===== config.mk =====
export PLATFORM = sky130hd
export DESIGN_NAME = tl_a_burst_arbiter
export DESIGN_NICKNAME = d
export VERILOG_FILES = /design/src/rtl/tl_a_burst_arbiter.sv
export SDC_FILE = /design/constraint.sdc
export NUM_CORES = 1
export LEC_CHECK = 0
export ABC_AREA = 1
export BUFFER_PORTS_ARGS = -buffer_cell sky130_fd_sc_hd__buf_2
export CAP_MARGIN = 20
export CELL_PAD_IN_SITES_DETAIL_PLACEMENT = 1
export CELL_PAD_IN_SITES_GLOBAL_PLACEMENT = 1
export CORE_AREA = 2 2 267 269
export CTS_CLUSTER_DIAMETER = 80
export DETAILED_ROUTE_END_ITERATION = 12
export DIE_AREA = 0 0 269 271
export GPL_TIMING_DRIVEN = 1
export PLACE_DENSITY_LB_ADDON = 0.1
export SYNTH_ARGS = -nofsm -noshare
export SYNTH_HDL_FRONTEND = slang
export SYNTH_SLANG_ARGS = --single-unit

===== constraint.sdc =====
create_clock -name clk_i -period 7.7 [get_ports clk_i]
set_clock_uncertainty 0.05 [all_clocks]
set_input_delay 0.385 -clock clk_i [delete_from_list [all_inputs] [get_ports clk_i]]
set_output_delay 0.385 -clock clk_i [all_outputs]
set_load 0.005 [all_outputs]

===== src/rtl/tl_a_burst_arbiter.sv =====
// tl_a_burst_arbiter
//   Shares one downstream TileLink A-channel port between MASTER_NUM upstream
//   requesters. Arbitration is round-robin at message granularity, and a
//   multi-beat data message stays locked to its master until the last beat.
//   The granted request passes through combinationally. Only the grant state
//   is registered.
//
// Ports:
//   clk_i, rst_i          clock, synchronous active-low reset
//   inp_valid_i/ready_o   per-master A handshake
//   inp_opcode_i          per-master opcode, 3 bits each
//   inp_size_i            per-master log2(bytes), SIZE_W bits each
//   inp_payload_i         per-master opaque bits, PAYLOAD_W each
//   oup_valid_o/ready_i   downstream A handshake
//   oup_opcode_o, oup_size_o, oup_payload_o   fields of the driven master
//   grant_idx_o           index of the master currently driven downstream
//   timeout_o             sticky stall watchdog flag
//
// Optional feature:
//   Define TL_A_ARB_WATCHDOG_EN to build the stall watchdog. When the macro
//   is not defined, timeout_o is tied to 0.

module tl_a_burst_arbiter #(
  parameter int MASTER_NUM = 4,
  parameter int BEAT_BYTES = 8,
  parameter int SIZE_W     = 4,
  parameter int PAYLOAD_W  = 128,
  parameter int TIMEOUT    = 1024
) (
  input  logic                            clk_i,
  input  logic                            rst_i,
  input  logic [MASTER_NUM-1:0]           inp_valid_i,
  output logic [MASTER_NUM-1:0]           inp_ready_o,
  input  logic [MASTER_NUM*3-1:0]         inp_opcode_i,
  input  logic [MASTER_NUM*SIZE_W-1:0]    inp_size_i,
  input  logic [MASTER_NUM*PAYLOAD_W-1:0] inp_payload_i,
  output logic                            oup_valid_o,
  input  logic                            oup_ready_i,
  output logic [2:0]                      oup_opcode_o,
  output logic [SIZE_W-1:0]               oup_size_o,
  output logic [PAYLOAD_W-1:0]            oup_payload_o,
  output logic [$clog2(MASTER_NUM)-1:0]   grant_idx_o,
  output logic                            timeout_o
);

  localparam int IDX_W     = $clog2(MASTER_NUM);
  localparam int LOG_BB    = $clog2(BEAT_BYTES);
  localparam int MAX_SHIFT = (2 ** SIZE_W - 1) - LOG_BB;
  localparam int CNT_RAW   = ((MAX_SHIFT > 0) ? MAX_SHIFT : 0) + 1;
  localparam int CNT_W     = (CNT_RAW > 16) ? 16 : CNT_RAW;

  if (MASTER_NUM < 2 || TIMEOUT < 1) begin : g_bad_param
    $error("tl_a_burst_arbiter: MASTER_NUM must be >= 2 and TIMEOUT >= 1");
  end

  typedef enum logic [1:0] {IDLE, PEND, BURST} state_t;

  state_t           state_q, state_d;
  logic [IDX_W-1:0] rr_q, rr_d;
  logic [IDX_W-1:0] grant_q, grant_d;
  logic [CNT_W-1:0] cnt_q, cnt_d;

  logic [IDX_W-1:0]     sel;
  logic                 any_valid;
  logic [IDX_W-1:0]     drv_idx;
  logic                 drv_valid;
  logic                 ready_en;
  logic [2:0]           drv_op;
  logic [SIZE_W-1:0]    drv_size;
  logic [PAYLOAD_W-1:0] drv_payload;
  logic [CNT_W-1:0]     drv_bm1;
  logic                 hs;

  // Returns beats-1 for a message. Only data-carrying opcodes (0..3) can span
  // several beats. Messages too long for the counter saturate it.
  function automatic logic [CNT_W-1:0] beats_m1(input logic [2:0] op,
                                                input logic [SIZE_W-1:0] sz);
    int               sh;
    logic [CNT_W-1:0] one;
    one      = CNT_W'(1);
    beats_m1 = '0;
    sh       = int'(sz) - LOG_BB;
    if (op <= 3'd3 && sh > 0) begin
      if (sh >= CNT_W) beats_m1 = '1;
      else             beats_m1 = (one << sh) - one;
    end
  endfunction

  function automatic logic [IDX_W-1:0] next_idx(input logic [IDX_W-1:0] i);
    next_idx = (int'(i) == MASTER_NUM - 1) ? '0 : i + 1'b1;
  endfunction

  // Round-robin pick. The scan runs from the farthest offset down to rr_q, so
  // the last hit, which is the master nearest the pointer, wins.
  always_comb begin
    sel       = rr_q;
    any_valid = 1'b0;
    for (int off = MASTER_NUM - 1; off >= 0; off--) begin
      if (inp_valid_i[(int'(rr_q) + off) % MASTER_NUM]) begin
        sel       = IDX_W'((int'(rr_q) + off) % MASTER_NUM);
        any_valid = 1'b1;
      end
    end
  end

  // Choose the master whose fields go downstream. In PEND and BURST the grant
  // is locked, so ready does not wait on valid: a mid-burst gap produces no
  // handshake anyway.
  always_comb begin
    drv_idx   = grant_q;
    drv_valid = inp_valid_i[grant_q];
    ready_en  = 1'b1;
    if (state_q == IDLE) begin
      drv_idx   = sel;
      drv_valid = any_valid;
      ready_en  = any_valid;
    end
    drv_op      = inp_opcode_i[int'(drv_idx)*3 +: 3];
    drv_size    = inp_size_i[int'(drv_idx)*SIZE_W +: SIZE_W];
    drv_payload = inp_payload_i[int'(drv_idx)*PAYLOAD_W +: PAYLOAD_W];
    drv_bm1     = beats_m1(drv_op, drv_size);
    hs          = drv_valid & oup_ready_i;
  end

  // Next-state logic. A finished message moves the pointer past its winner,
  // so that master becomes the lowest priority.
  always_comb begin
    state_d = state_q;
    rr_d    = rr_q;
    grant_d = grant_q;
    cnt_d   = cnt_q;
    case (state_q)
      IDLE: begin
        if (any_valid) begin
          if (!oup_ready_i) begin
            grant_d = sel;
            state_d = PEND;
          end else if (drv_bm1 == '0) begin
            rr_d = next_idx(sel);
          end else begin
            grant_d = sel;
            cnt_d   = drv_bm1;
            state_d = BURST;
          end
        end
      end
      PEND: begin
        if (hs) begin
          if (drv_bm1 == '0) begin
            rr_d    = next_idx(grant_q);
            state_d = IDLE;
          end else begin
            cnt_d   = drv_bm1;
            state_d = BURST;
          end
        end
      end
      BURST: begin
        if (hs) begin
          cnt_d = cnt_q - 1'b1;
          if (cnt_q == CNT_W'(1)) begin
            rr_d    = next_idx(grant_q);
            state_d = IDLE;
          end
        end
      end
      default: state_d = IDLE;
    endcase
  end

  // Grant state register. A reset during a burst simply abandons the burst.
  always_ff @(posedge clk_i) begin
    if (!rst_i) begin
      state_q <= IDLE;
      rr_q    <= '0;
      grant_q <= '0;
      cnt_q   <= '0;
    end else begin
      state_q <= state_d;
      rr_q    <= rr_d;
      grant_q <= grant_d;
      cnt_q   <= cnt_d;
    end
  end

`ifdef TL_A_ARB_WATCHDOG_EN
  localparam int WD_W = $clog2(TIMEOUT + 1);

  logic [WD_W-1:0] stall_q;
  logic            timeout_q;

  // Count consecutive locked cycles with no handshake. The flag sets on the
  // same edge that the counter reaches TIMEOUT. The counter saturates there.
  always_ff @(posedge clk_i) begin
    if (!rst_i) begin
      stall_q   <= '0;
      timeout_q <= 1'b0;
    end else if (state_q != IDLE && !hs) begin
      if (stall_q != WD_W'(TIMEOUT)) stall_q <= stall_q + 1'b1;
      if (stall_q == WD_W'(TIMEOUT - 1)) timeout_q <= 1'b1;
    end else begin
      stall_q <= '0;
    end
  end
`endif

  // Output drive. Every output is held at zero while reset is asserted.
  always_comb begin
    oup_valid_o   = 1'b0;
    oup_opcode_o  = '0;
    oup_size_o    = '0;
    oup_payload_o = '0;
    grant_idx_o   = '0;
    inp_ready_o   = '0;
    timeout_o     = 1'b0;
    if (rst_i) begin
      oup_valid_o          = drv_valid;
      oup_opcode_o         = drv_op;
      oup_size_o           = drv_size;
      oup_payload_o        = drv_payload;
      grant_idx_o          = drv_idx;
      inp_ready_o[drv_idx] = oup_ready_i & ready_en;
`ifdef TL_A_ARB_WATCHDOG_EN
      timeout_o            = timeout_q;
`endif
    end
  end

endmodule


==> impl_results.md <==
- Worst r2r dst: cnt_q[12]
- Fin crit share: 68.3%
- Static leakage: 5.03 nW
- Worst-Skew Late Latency: 260 ps
- Routed WL: 73.9 mm
- Area Overhead vs Synth: 79.5%
- Beginning of the worst hold path: cnt_q[10]
- Critical Path Max Stage Delay: 600 ps
- Router iterations before antenna repair: 5
- CTS Hold Buffers Added: 0
- Normalized max-slew margin: 33.0%
- Asr flop ratio synth: 0%
- Initial antenna violation count: 81
- Slowest CP cell: dfxtp_1
- CORE AREA: 69800 sq um
- Clk network pwr share: 1.6%
- Vias in the first global route: 10700
- Total power: 0.00718 W
- Post-synth cell types: 41
- Final ANT Viol Nets: 0
- Outcome: completed
- Crit Path Max Fanout: 16
- Worst slew pin tran: 1000 ps
- Fin crit period: 5260 ps
- CTS buffer count: 3
- CTS H-tree depth: 1
- Total GRT Usage: 19.2%
- Clock slew at reported path FFs: 60 ps
- Post-DP HPWL: 63.9 mm
- EDFF count, synth: 0
- CTS Buffer Depth: 2
- Commonest cells in the netlist: 261 x a22oi_1, 149 x a21oi_1, 127 x nand2_1, 74 x clkbuf_1, 57 x nor2_1
- DRT iter0 DRCs: 749
- PwrDens: 707 nW/um^2
- Switching Fraction: 68.1%
- Max Cap Viol: 0
- Fin Setup TNS: 0 ps
- Syn nets: 1499
- Cell mode on critical path: nand2_1
- Post-CTS setup buffer count: 0
- Port bufs: 688
- Worst Path Arrival: 5330 ps
- RSZ-0062 raised after global routing: no
- Clock Tree Root: clkbuf_16
- Die ar.: 72900 sq um
- Req. time, crit path: 7770 ps
- RR Startpoint: rr_q[0]
- WL/cell: 29.4 um
- Pins Over Slew Limit: 0
- RD Place Congestion: 0.955
- Layout net count: 2118
- Via count: 10400
- Io pins: 690
- Die height: 271 um
- Die X: 269 um
- Hold Crit Endpoint: cnt_q[10]
- Most used DFF post-synth: dfxtp_1
- # setup viols final: 0
- Synth top area share: 34.6%
- Pin count of the biggest net entering global routing: 131
- Power Internal: 0.00229 W
- Setup crit end kind: flip-flop
- FMAX: 190 MHz
- Crit Path Class: flip-flop to flip-flop
- Maximum vdd drop: 347 uV
- R2r worst-path depth: 33
- Crit start category: flip-flop
- WHS Path Cells: 2
- Synth Warn #: 0
- Sequential area share after synthesis: 6.72%
- Grt total ovfl: 0
- Cells after Synth: 938
- Layout cells sized above 1: 49.3%
- Flop-to-flop setup slack: 2440 ps
- Syn_area_per_cell: 6.03 sq um
- CTS-repair resized insts: 0
- Top-count cell post-synth: a22oi_1
- HP Class: flip-flop to flip-flop
- TritonCTS Sinks: 19
- Row cnt: 97
- Post-synth top area cell: a22oi_1
- Synthesized flop and latch total: 19
- Psw: 0.00489 W
- Via density: 4.14
- CTS tree: yes
- Reg power frac: 2.6%
- Post-route DRC: 0
- Top cells by area, synth: a22oi_1 35%, a21oi_1 13%, nand2_1 8.4%, dfxtp_1 6.7%, clkbuf_1 4.9%
- Post-Syn Area: 5660 sq um
- First-pass GRT wire length: 95.4 mm
- Comb pwr share: 95.8%
- Final Hold Vio Count: 0
- Initial Util: 8.11%
## final cells by class
type	count	area [sq um]
multi-input combinational	773	4680
clock buffer	3	75.1
antenna	21	52.6
fill	8738	59600
clock inverter	1	5.00
timing repair buffer	696	3530
sequential	19	380
tap	940	1180
inverter	64	253
## stage by stage
| step | worst slack (ps) | instances | hold slack, ps | utilization [%] | instance area [sq um] |
|---|---|---|---|---|---|
| 6_report | 2440 | 2517 | 472 | 14.5 | 10200 |
| 5_1_grt | 1880 | 2512 | 495 | 14.5 | 10100 |
| 4_1_cts | 2440 | 2496 | 470 | 14.5 | 10100 |
| 3_5_place_dp | 2450 | 2492 | 458 | 14.4 | 10000 |
| 3_3_place_gp | 2490 | 2492 | 462 | 14.4 | 10000 |
| 2_1_floorplan | 3600 | 938 | 420 | - | 5660 |
## how the worst max path moves through the flow
stage | startpoint | end | slack, ps
2_1_floorplan | rr_q[0] | cnt_q[12] | 3600
3_3_place_gp | rr_q[0] | cnt_q[12] | 2490
3_5_place_dp | rr_q[0] | cnt_q[12] | 2450
4_1_cts | rr_q[0] | cnt_q[12] | 2440
5_1_grt | rr_q[0] | cnt_q[12] | 1880
6_report | rr_q[0] | cnt_q[12] | 2440
## flip-flops by register name (all words and copies together) (netlist names)
register,cells
cnt_q,13
grant_q,2
rr_q,2
state_q,2
## power groups by stage
stage                     registers (W)  clock network (W)  logic, W
after detailed placement       0.000190                  0   0.00694
after global placement         0.000193                  0   0.00698
after global routing           0.000196           0.000121   0.00754
final                          0.000187           0.000115   0.00688
after floorplan                0.000167                  0   0.00405
after CTS                      0.000189           0.000118   0.00697
## worst max-delay path, delay by kind of cell, from the launching register on
| kind | cells | cell delay [ps] |
|---|---|---|
| and+or+nand+nor | 23 | 2650 |
| AOI/OAI and AO/OA | 2 | 730 |
| DFF | 1 | 600 |
| buffers and inverters | 6 | 580 |
| adders and majority gates | 2 | 470 |
## per-layer routing
layer  wire (um)  track usage [%]
met3        5550             5.97
met1       31000             24.0
met2       34500             30.7
met4        2430             7.34
met5         344                0
## layout by cell type (no fill, tap or decap), drive strengths merged
cell    synthesis  final
nand2         162    162
o21ai          27     27
buf             8    696
nor3            6      6
o211ai          1      1
a22o            1      1
dfxtp          19     19
nor3b           2      2
ha             14     14
nor2           66     66
diode           0     21
a21oi         151    151
nand3          57     57
o22ai           4      4
nor4            1      1
nand4           8      8
xor2            4      4
nand3b          3      3
clkbuf         74      3
a211oi          1      1
inv            64     64
clkinv          0      1
a21boi          1      1
xnor2           2      2
a22oi         261    261
conb            1      1
## kinds of logic after synthesis
logic type      share of synthesized area (%)
fa+ha+maj                                3.10
buf+inv                                  10.6
xor+xnor                                0.929
simple gates                             26.9
compound gates                           51.7
flops                                    6.72
other cells                            0.0663
Power figures use the tool's default switching activity.
